## config.mk

```make
export PLATFORM = sky130hd
export DESIGN_NAME = prog_loader_flat
export DESIGN_NICKNAME = d
export VERILOG_FILES = /design/src/rtl/prog_loader_pkg.sv /design/src/rtl/prog_loader_if.sv /design/src/rtl/prog_loader_byte_assembler.sv /design/src/rtl/prog_loader.sv /design/src/flat_wrapper.sv
export SDC_FILE = /design/constraint.sdc
export NUM_CORES = 1
export LEC_CHECK = 0
export BUFFER_PORTS_ARGS = -buffer_cell sky130_fd_sc_hd__buf_2
export CAP_MARGIN = 20
export CORE_ASPECT_RATIO = 0.7
export CORE_UTILIZATION = 40
export CTS_CLUSTER_SIZE = 8
export DETAILED_ROUTE_END_ITERATION = 6
export SLEW_MARGIN = 25
export SYNTH_ARGS = -nofsm -noshare
export SYNTH_HDL_FRONTEND = slang
export SYNTH_HIERARCHICAL = 1
export SYNTH_SLANG_ARGS = --single-unit
```

## constraint.sdc

```tcl
create_clock -name clk -period 3.1 [get_ports clk]
set_clock_uncertainty 0.1 [all_clocks]
set_input_delay 0.31 -clock clk [delete_from_list [all_inputs] [get_ports clk]]
set_output_delay 0.31 -clock clk [all_outputs]
set_load 0.02 [all_outputs]
```

## src/rtl/prog_loader_pkg.sv

```systemverilog
// rtl/prog_loader_pkg.sv - shared loader types, widths and address helper
// Purpose: state encoding, stream-header width and word/bus widths used by the
//          program loader, its byte assembler and its bus interface.
// Ports:   none (package).
package prog_loader_pkg;

  localparam int HDR_W  = 16;  // stream header (word count) width
  localparam int WORD_W = 32;  // instruction word width
  localparam int ADDR_W = 64;  // instruction-memory byte address width

  typedef enum logic [2:0] {
    LEN_LO = 3'd0,
    LEN_HI = 3'd1,
    DATA   = 3'd2,
    WRITE  = 3'd3,
    RUN    = 3'd4,
    ERROR  = 3'd5
  } loader_state_t;

  // Word index -> byte address (index x 4).
  function automatic logic [ADDR_W-1:0] word_byte_addr(input logic [HDR_W-1:0] idx);
    return {{(ADDR_W-HDR_W-2){1'b0}}, idx, 2'b00};
  endfunction

endpackage

```

## src/rtl/prog_loader_if.sv

```systemverilog
// rtl/prog_loader_if.sv - byte-stream input and instruction-memory write bus
// Purpose: groups the program byte stream and the instruction-memory port.
// Ports:   s_valid/s_data/s_ready  byte stream (transfer when valid & ready)
//          addr_ext/wen_ext/ren_ext/wdata_ext  instruction-memory port
//          modport slave  = loader side, modport master = environment side.
interface prog_loader_if;
  import prog_loader_pkg::*;

  logic              s_valid;
  logic [7:0]        s_data;
  logic              s_ready;
  logic [ADDR_W-1:0] addr_ext;
  logic              wen_ext;
  logic              ren_ext;
  logic [WORD_W-1:0] wdata_ext;

  modport slave (
    input  s_valid, s_data,
    output s_ready, addr_ext, wen_ext, ren_ext, wdata_ext
  );

  modport master (
    output s_valid, s_data,
    input  s_ready, addr_ext, wen_ext, ren_ext, wdata_ext
  );

endinterface

```

## src/rtl/prog_loader_byte_assembler.sv

```systemverilog
// rtl/prog_loader_byte_assembler.sv - little-endian byte-to-word assembler
// Purpose: places accepted bytes into lanes 0..3 of a 32-bit word.
// Ports:   clk, arst     clock, async active-high reset
//          en, byte_in   accept one byte into the current lane
//          word_next     word including the byte being accepted this cycle
//          lane          current byte lane (0..3)
//          done          high while the fourth byte of a word is accepted
module prog_loader_byte_assembler
  import prog_loader_pkg::*;
(
  input  logic              clk,
  input  logic              arst,
  input  logic              en,
  input  logic [7:0]        byte_in,
  output logic [WORD_W-1:0] word_next,
  output logic [1:0]        lane,
  output logic              done
);

  logic [WORD_W-1:0] word_q;

  always_comb begin
    word_next = word_q;
    case (lane)
      2'd0:    word_next[7:0]   = byte_in;
      2'd1:    word_next[15:8]  = byte_in;
      2'd2:    word_next[23:16] = byte_in;
      default: word_next[31:24] = byte_in;
    endcase
  end

  assign done = en && (lane == 2'd3);

  // The 2-bit lane counter wraps 3->0 on the fourth byte by itself.
  always_ff @(posedge clk or posedge arst) begin
    if (arst) begin
      word_q <= '0;
      lane   <= '0;
    end else if (en) begin
      word_q <= word_next;
      lane   <= lane + 2'd1;
    end
  end

endmodule

```

## src/rtl/prog_loader.sv

```systemverilog
// rtl/prog_loader.sv - streams a length-prefixed program into instruction memory
// Purpose: parses a 2-byte LE word count N followed by 4*N LE bytes, writes each
//          word to instruction memory, then enables the core.
// Ports:   clk, arst      clock, async active-high reset
//          bus (slave)    byte stream in, instruction-memory write port out
//          cpu_enable     core enable, high only after a complete load
//          busy           load in progress
//          err            sticky error (N > MAX_WORDS)
//          words_loaded   words written so far
module prog_loader
  import prog_loader_pkg::*;
#(
  parameter int MAX_WORDS = 512
) (
  input  logic             clk,
  input  logic             arst,
  prog_loader_if.slave     bus,
  output logic             cpu_enable,
  output logic             busy,
  output logic             err,
  output logic [HDR_W-1:0] words_loaded
);

  localparam logic [HDR_W:0] MAX_LIM = MAX_WORDS[HDR_W:0];

  loader_state_t     state, state_next;
  logic [HDR_W-1:0]  n_words;
  logic [HDR_W-1:0]  words_inc;
  logic [HDR_W-1:0]  hdr_full;
  logic [ADDR_W-1:0] addr_q;
  logic [WORD_W-1:0] wdata_q;
  logic              accepting;
  logic              xfer;
  logic              asm_en;
  logic              asm_done;
  logic [1:0]        asm_lane;
  logic [WORD_W-1:0] asm_word;

  assign accepting = (state == LEN_LO) || (state == LEN_HI) || (state == DATA);
  assign xfer      = bus.s_valid && accepting;
  assign asm_en    = xfer && (state == DATA);
  assign words_inc = words_loaded + 16'd1;
  assign hdr_full  = {bus.s_data, n_words[7:0]};

  prog_loader_byte_assembler u_asm (
    .clk       (clk),
    .arst      (arst),
    .en        (asm_en),
    .byte_in   (bus.s_data),
    .word_next (asm_word),
    .lane      (asm_lane),
    .done      (asm_done)
  );

  always_ff @(posedge clk or posedge arst) begin
    if (arst) begin
      state <= LEN_LO;
    end else begin
      state <= state_next;
    end
  end

  always_comb begin
    state_next = state;
    case (state)
      LEN_LO: if (xfer) state_next = LEN_HI;
      LEN_HI: begin
        if (xfer) begin
          if (hdr_full == '0)                   state_next = RUN;
          else if ({1'b0, hdr_full} > MAX_LIM)  state_next = ERROR;
          else                                  state_next = DATA;
        end
      end
      DATA:   if (asm_done) state_next = WRITE;
      WRITE:  state_next = (words_inc == n_words) ? RUN : DATA;
      RUN:    state_next = RUN;
      ERROR:  state_next = ERROR;
      default: state_next = ERROR;
    endcase
  end

  // Address and data are captured with the last byte so they are valid
  // during WRITE and keep the last written values afterwards.
  always_ff @(posedge clk or posedge arst) begin
    if (arst) begin
      n_words      <= '0;
      words_loaded <= '0;
      addr_q       <= '0;
      wdata_q      <= '0;
    end else begin
      if (xfer && (state == LEN_LO)) n_words[7:0]  <= bus.s_data;
      if (xfer && (state == LEN_HI)) n_words[15:8] <= bus.s_data;
      if (asm_done) begin
        addr_q  <= word_byte_addr(words_loaded);
        wdata_q <= asm_word;
      end
      if (state == WRITE) words_loaded <= words_inc;
    end
  end

  assign bus.s_ready   = accepting;
  assign bus.wen_ext   = (state == WRITE);
  assign bus.ren_ext   = 1'b0;
  assign bus.addr_ext  = addr_q;
  assign bus.wdata_ext = wdata_q;

  // Gated by arst directly so the core stops the instant reset asserts.
  assign cpu_enable = (state == RUN) && !arst;
  assign busy       = (state == LEN_HI) || (state == DATA) || (state == WRITE);
  assign err        = (state == ERROR);

endmodule

```

## src/flat_wrapper.sv

```systemverilog
// flat-port wrapper written by rule: the top's interface ports become plain ports
module prog_loader_flat import prog_loader_pkg::*;
#(
  parameter int MAX_WORDS = 512
)
  (clk, arst, cpu_enable, busy, err, words_loaded, bus_s_valid, bus_s_data, bus_s_ready, bus_addr_ext, bus_wen_ext, bus_ren_ext, bus_wdata_ext);
  prog_loader_if bus_i ();
  input  logic clk;
  input  logic arst;
  output logic cpu_enable;
  output logic busy;
  output logic err;
  output logic [HDR_W-1:0] words_loaded;
  input wire logic [$bits(bus_i.s_valid)-1:0] bus_s_valid;
  input wire logic [$bits(bus_i.s_data)-1:0] bus_s_data;
  output wire logic [$bits(bus_i.s_ready)-1:0] bus_s_ready;
  output wire logic [$bits(bus_i.addr_ext)-1:0] bus_addr_ext;
  output wire logic [$bits(bus_i.wen_ext)-1:0] bus_wen_ext;
  output wire logic [$bits(bus_i.ren_ext)-1:0] bus_ren_ext;
  output wire logic [$bits(bus_i.wdata_ext)-1:0] bus_wdata_ext;
  assign bus_i.s_valid = bus_s_valid;
  assign bus_i.s_data = bus_s_data;
  assign bus_s_ready = bus_i.s_ready;
  assign bus_addr_ext = bus_i.addr_ext;
  assign bus_wen_ext = bus_i.wen_ext;
  assign bus_ren_ext = bus_i.ren_ext;
  assign bus_wdata_ext = bus_i.wdata_ext;
  prog_loader #(.MAX_WORDS(MAX_WORDS)) u_core (.clk(clk), .arst(arst), .bus(bus_i), .cpu_enable(cpu_enable), .busy(busy), .err(err), .words_loaded(words_loaded));
endmodule
```

-- After elaboration in Yosys (flattened, before gate mapping)
Cells that the tools add are included.
- register bits: 117
- input port bits: 11
- output and inout bits: 118
- word-level logic and storage cells: 50
- add/sub/neg operators: 2
- $lt $le $gt $ge: 1
- equal/unequal tests: 12
- mux-type cells: 11
- reductions and logical operators: 16
- operators with widths (operator ; number):
    8-bit 2-to-1 mux ; 4
    3-bit 2-to-1 mux ; 6
    16-bit by 1-bit adder with 16-bit output, second input constant ; 1
    16-bit equality test ; 1
    16-bit by 10-bit greater-than comparator with 1-bit output, second input constant ; 1
    16-bit zero test ; 1
    3-bit one-hot mux with 5 select lines ; 1
    3-bit by 2-bit equality test with 1-bit output, second input constant ; 2
    3-bit equality test, second input constant ; 2
    1-bit logical AND ; 6
    2-bit by 1-bit != test with 1-bit output, second input constant ; 3
    2-bit equality test, second input constant ; 2
    1-bit logical OR ; 4
    3-bit by 1-bit equality test with 1-bit output, second input constant ; 1
    3-bit zero test ; 1
    3-bit AND reduction ; 1
    3-bit OR reduction ; 1
    2-bit by 1-bit adder with 2-bit output, second input constant ; 1
    2-bit by 1-bit equality test with 1-bit output, second input constant ; 1
    2-bit zero test ; 1
    1-bit zero test ; 1

-- Longest topological paths before layout
- depth in word-level cells: 8
- gate-level depth with buffers: 10

-- By module
The synthesis kept the hierarchy.
- modules (own cells, without submodules) (module ; times used ; cells each ; area an instance (µm²) ; sequential area each (µm²)):
    prog_loader ; 1 ; 367 ; 4256.6 ; 2077.0
    prog_loader_byte_assembler ; 1 ; 119 ; 1920.6 ; 850.8

-- Worst setup path before layout
No wires, ideal clock.
- kind: input -> output
- start point: input arst
- end point: output cpu_enable
- arrival: 2.533 ns
- slack: 0.157 ns
- stages: 2
- path buffers: 0
- cell sequence: inv_1 > and3_1
- cells in the longest elaborated chain, start to end: 2
- ends and longest elaborated chain (element ; line ; text):
    start, declared ; flat_wrapper.sv:9 ; input logic arst;
    1-bit zero test (no source line) ; n/a ;
    1-bit logical AND ; prog_loader.sv:108 ; assign cpu_enable = (state == RUN) && !arst;
    end, declared ; flat_wrapper.sv:10 ; output logic cpu_enable;
Every way passes these cells.

-- Worst setup path after layout
- start point: register u_core.words_loaded[0]
- end point: register u_core.state[1]
- cells in the longest elaborated chain, start to end: 4
- ends and longest elaborated chain (element ; line ; text):
    start, declared ; prog_loader.sv:21 ; output logic [HDR_W-1:0] words_loaded
    start signal, assigned ; prog_loader.sv:97 ; if (state == WRITE) words_loaded <= words_inc;
    16-bit by 1-bit adder with 16-bit output ; prog_loader.sv:42 ; assign words_inc = words_loaded + 16'd1;
    16-bit equality test ; prog_loader.sv:75 ; WRITE: state_next = (words_inc == n_words) ? RUN : DATA;
    3-bit 2-to-1 mux ; prog_loader.sv:75 ;
    3-bit one-hot mux with 5 select lines ; prog_loader.sv:65 ; case (state)
    end signal, assigned ; prog_loader.sv:59 ; state <= state_next;
    end, declared ; prog_loader.sv:26 ; loader_state_t state, state_next;
Every way passes these cells.
A chain may end at the register's enable or synchronous reset.

==> metrics.cfg <==
[run_status]
outcome=complete, no violations

[sta]
period_share_pct=87.8
clock.fmax_mhz=367
tightest_slew_ns=0.938
setup_viol_count_final=0
tns_ns=0
period_minus_slack_ns=2.72
relSlewSlack_pct=37.4
rsz0062_at_grt=false
hold_viol_final=0
finalMaxSlewViolations=0
fin_ws_ns=0.377

[global_route]
grt_pass1_vias=3805
grt_busiest_layer=met1
grt_overflow=0
grtUsageTotal_pct=17.6
antenna_found_initial=0
grt_max_degree=71
grt_util_met1_pct=25.7
met3_usage_pct=4.94
grt_pass1_wl_mm=21.0
met2_usage_pct=24.7

[place]
gp_congestion=0.899
dp_hpwl_mm=8.56
dp_cells=737
io_buffers=79
pre_cts_ws_ns=0.407

[logic_synthesis]
syn_inst=486
synth_edf_count=0
synthArstFlopShare_pct=100
yosys_warnings=6
syn_avg_cell_area_sq_um=12.7
synth_area_sq_um=6180
ys_types=47
yosysSeqAreaShare_pct=47.4
ys_ff_latch=117
synthFlopType=dfrtp_1

[die]
rows=37
die-area_sq_um=16000
die_h_microns=106
die_w_microns=151
start_util_pct=41.4
ios=129
core_area_sq_um=14900

[worst_setup_path]
path_class=reg -> reg
slowest_stage=or4_1
crit_end=u_core/state[1]$_DFFE_PP0P_
reg2reg_from=u_core/words_loaded[0]$_DFFE_PP0P_
cp.required_ns=3.28
crit_buf_inv=0
crit_arrival_ns=2.91
cp-startpoint=u_core/words_loaded[0]$_DFFE_PP0P_
setup.worst_path.end_class=flip-flop
crit_cells=7
r2r_end=u_core/state[1]$_DFFE_PP0P_
rr_worst_depth=7
worstPathCellList=ha_1, nand3_2, or4_1, a221oi_2, o2111ai_1, nor4_2, a211oi_1
worst_setup_path_start_kind=flip-flop
cpLargestDelayFamily=simple AND/OR/NAND/NOR gates
critPathMaxStageDelay_ns=0.58
crit_path_max_fanout=8
reg2reg_slack_ns=0.38

[final_layout]
diodes=0
drive_above_1_share_pct=44.4
final_nets=579
area_growth_pct=15.6
final_cells=769

[power]
ir_worst_vdd_mv=0.383
power_leakage_nw=3.68
power.density_nw_per_um2=527

[clock_network]
numCtsBuffers=17
clockRootBuffer=clkbuf_16
h-tree-depth=4
clk-insertion-delay-late_ns=0.42
cts_buffer_depth=2
cts.sinks=117
post-cts-setup-buffers=0
cts_tree=done
clkTransAtPathRegs_ns=0.05

[route]
drc=0
routed_wl_mm=12.9
wl_per_cell_microns=16.8
vias=3777
drt_iter0_markers=208
ant_nets=0
via_per_inst=4.91
drtPass1Iterations=4

[run]
maxCapViolations=0

[worst_hold_path]
hp-class=in -> reg

stage by stage:
step	util, %	power (mW)	hold WS (ns)	cell area [sq um]
3_3_place_gp	43.7	1.77	0.154	6520
5_1_grt	47.9	3.90	0.187	7140
4_1_cts	47.9	3.82	0.172	7140
6_report	47.9	3.77	0.196	7140
2_1_floorplan	-	1.77	0.352	6360
3_5_place_dp	43.7	1.78	0.165	6520
worst min-delay path by stage:
stage / depth (start not counted) / start / end / slack, ns
final: 3 / bus_s_valid / u_core/state[1]$_DFFE_PP0P_ / 0.20
after global routing: 3 / bus_s_valid / u_core/state[1]$_DFFE_PP0P_ / 0.19
after CTS: 3 / bus_s_valid / u_core/state[1]$_DFFE_PP0P_ / 0.17
after detailed placement: 2 / arst / u_core/bus.wdata_ext[19]$_DFFE_PP0P_ / 0.16
after global placement: 2 / arst / u_core/bus.wdata_ext[18]$_DFFE_PP0P_ / 0.15
after floorplan: 1 / arst / u_core/u_asm/lane[0]$_DFFE_PP0P_ / 0.35
cells in the final DEF, fill, tap and decap left out, types with 3 or more instances in the layout:
master,n
nand3_1,6
nor2b_1,3
clkinv_2,7
conb_1,49
nand2_8,4
nor4_1,5
bufinv_16,3
buf_4,3
nor3_1,10
mux2_2,96
nand4_1,8
xnor2_1,22
nand2b_1,3
nand2_1,19
dfrtp_1,117
a21oi_1,5
inv_1,7
ha_1,6
clkbuf_8,4
o21ai_0,5
clkbuf_16,17
and3_1,4
nor2_1,11
buf_2,79
mux2_4,32
xor2_1,16
worst reg2reg max path: stages (launching register included):
cell and delay, ns:
dfrtp_1 0.48, ha_1 0.31, nand3_2 0.20, or4_1 0.58, a221oi_2 0.25, o2111ai_1 0.15
nor4_2 0.38, a211oi_1 0.13
layout make-up:
type | instances | area, sq um
Clock inverter | 10 | 128
Multi-Input combinational cell | 334 | 2880
Sequential cell | 117 | 2930
Tap cell | 195 | 244
Clock buffer | 21 | 480
Inverter | 8 | 31.3
Timing Repair Buffer | 84 | 448
Fill cell | 1338 | 7770
cell families after synthesis:
group | after synthesis | share of synthesized area (%)
AND/OR/NAND/NOR | 89 | 8.95
buffers and inverters | 83 | 8.95
AO/OA/AOI/OAI | 24 | 2.75
multiplexers | 128 | 25.3
XOR/XNOR | 38 | 5.39
adder cells (fa/ha/maj) | 6 | 1.22
flip-flops | 117 | 47.4
other | 1 | 0.0607
repair_timing:
item,CTS,global route
hold buffers,1,0
hold endpoints to repair,47,0
gates resized for setup,0,0
cells in the mapped netlist, drive strengths merged, types with 2 or more instances:
library cell,number,area [sq um]
a211oi,2,15.0
nor2b,4,25.0
nand4,8,50.1
o32ai,2,17.5
ha,6,75.1
o21ai,5,25.0
a211o,2,17.5
o2111ai,2,17.5
clkbuf,7,26.3
buf,68,497
mux2,128,1560
inv,8,30.0
a21oi,5,25.0
and2,3,20.0
nand3,7,40.0
nand2b,3,18.8
xnor2,22,193
nor4,7,56.3
nor2,11,41.3
nor3,11,60.1
xor2,16,140
dfrtp,117,2930
nand2,23,151
or4,2,15.0
and3,4,25.0
a31oi,2,12.5
state kept, by name, summed over array words and instances, names as in the netlist:
signal and count:
u_core/bus.addr_ext 16, u_core/n_words 16, u_core/bus.wdata_ext 32, u_core/state 3, u_core/words_loaded 16, u_core/u_asm/word_q 32
u_core/u_asm/lane 2
report_power, final:
part	leakage, nW	internal [mW]	total (mW)	switching (mW)
combinational	1.78	0.0491	0.185	0.136
sequential	1.60	1.55	1.57	0.0182
clock	0.304	1.33	2.01	0.681
layer usage:
| layer | wire length, microns | part of all wire (%) |
|---|---|---|
| met1 | 6600 | 51 |
| met2 | 5510 | 43 |
| met3 | 632 | 4.9 |
| met4 | 144 | 1.1 |
| met5 | 0 | 0 |
(Power assumes the default switching activity.)
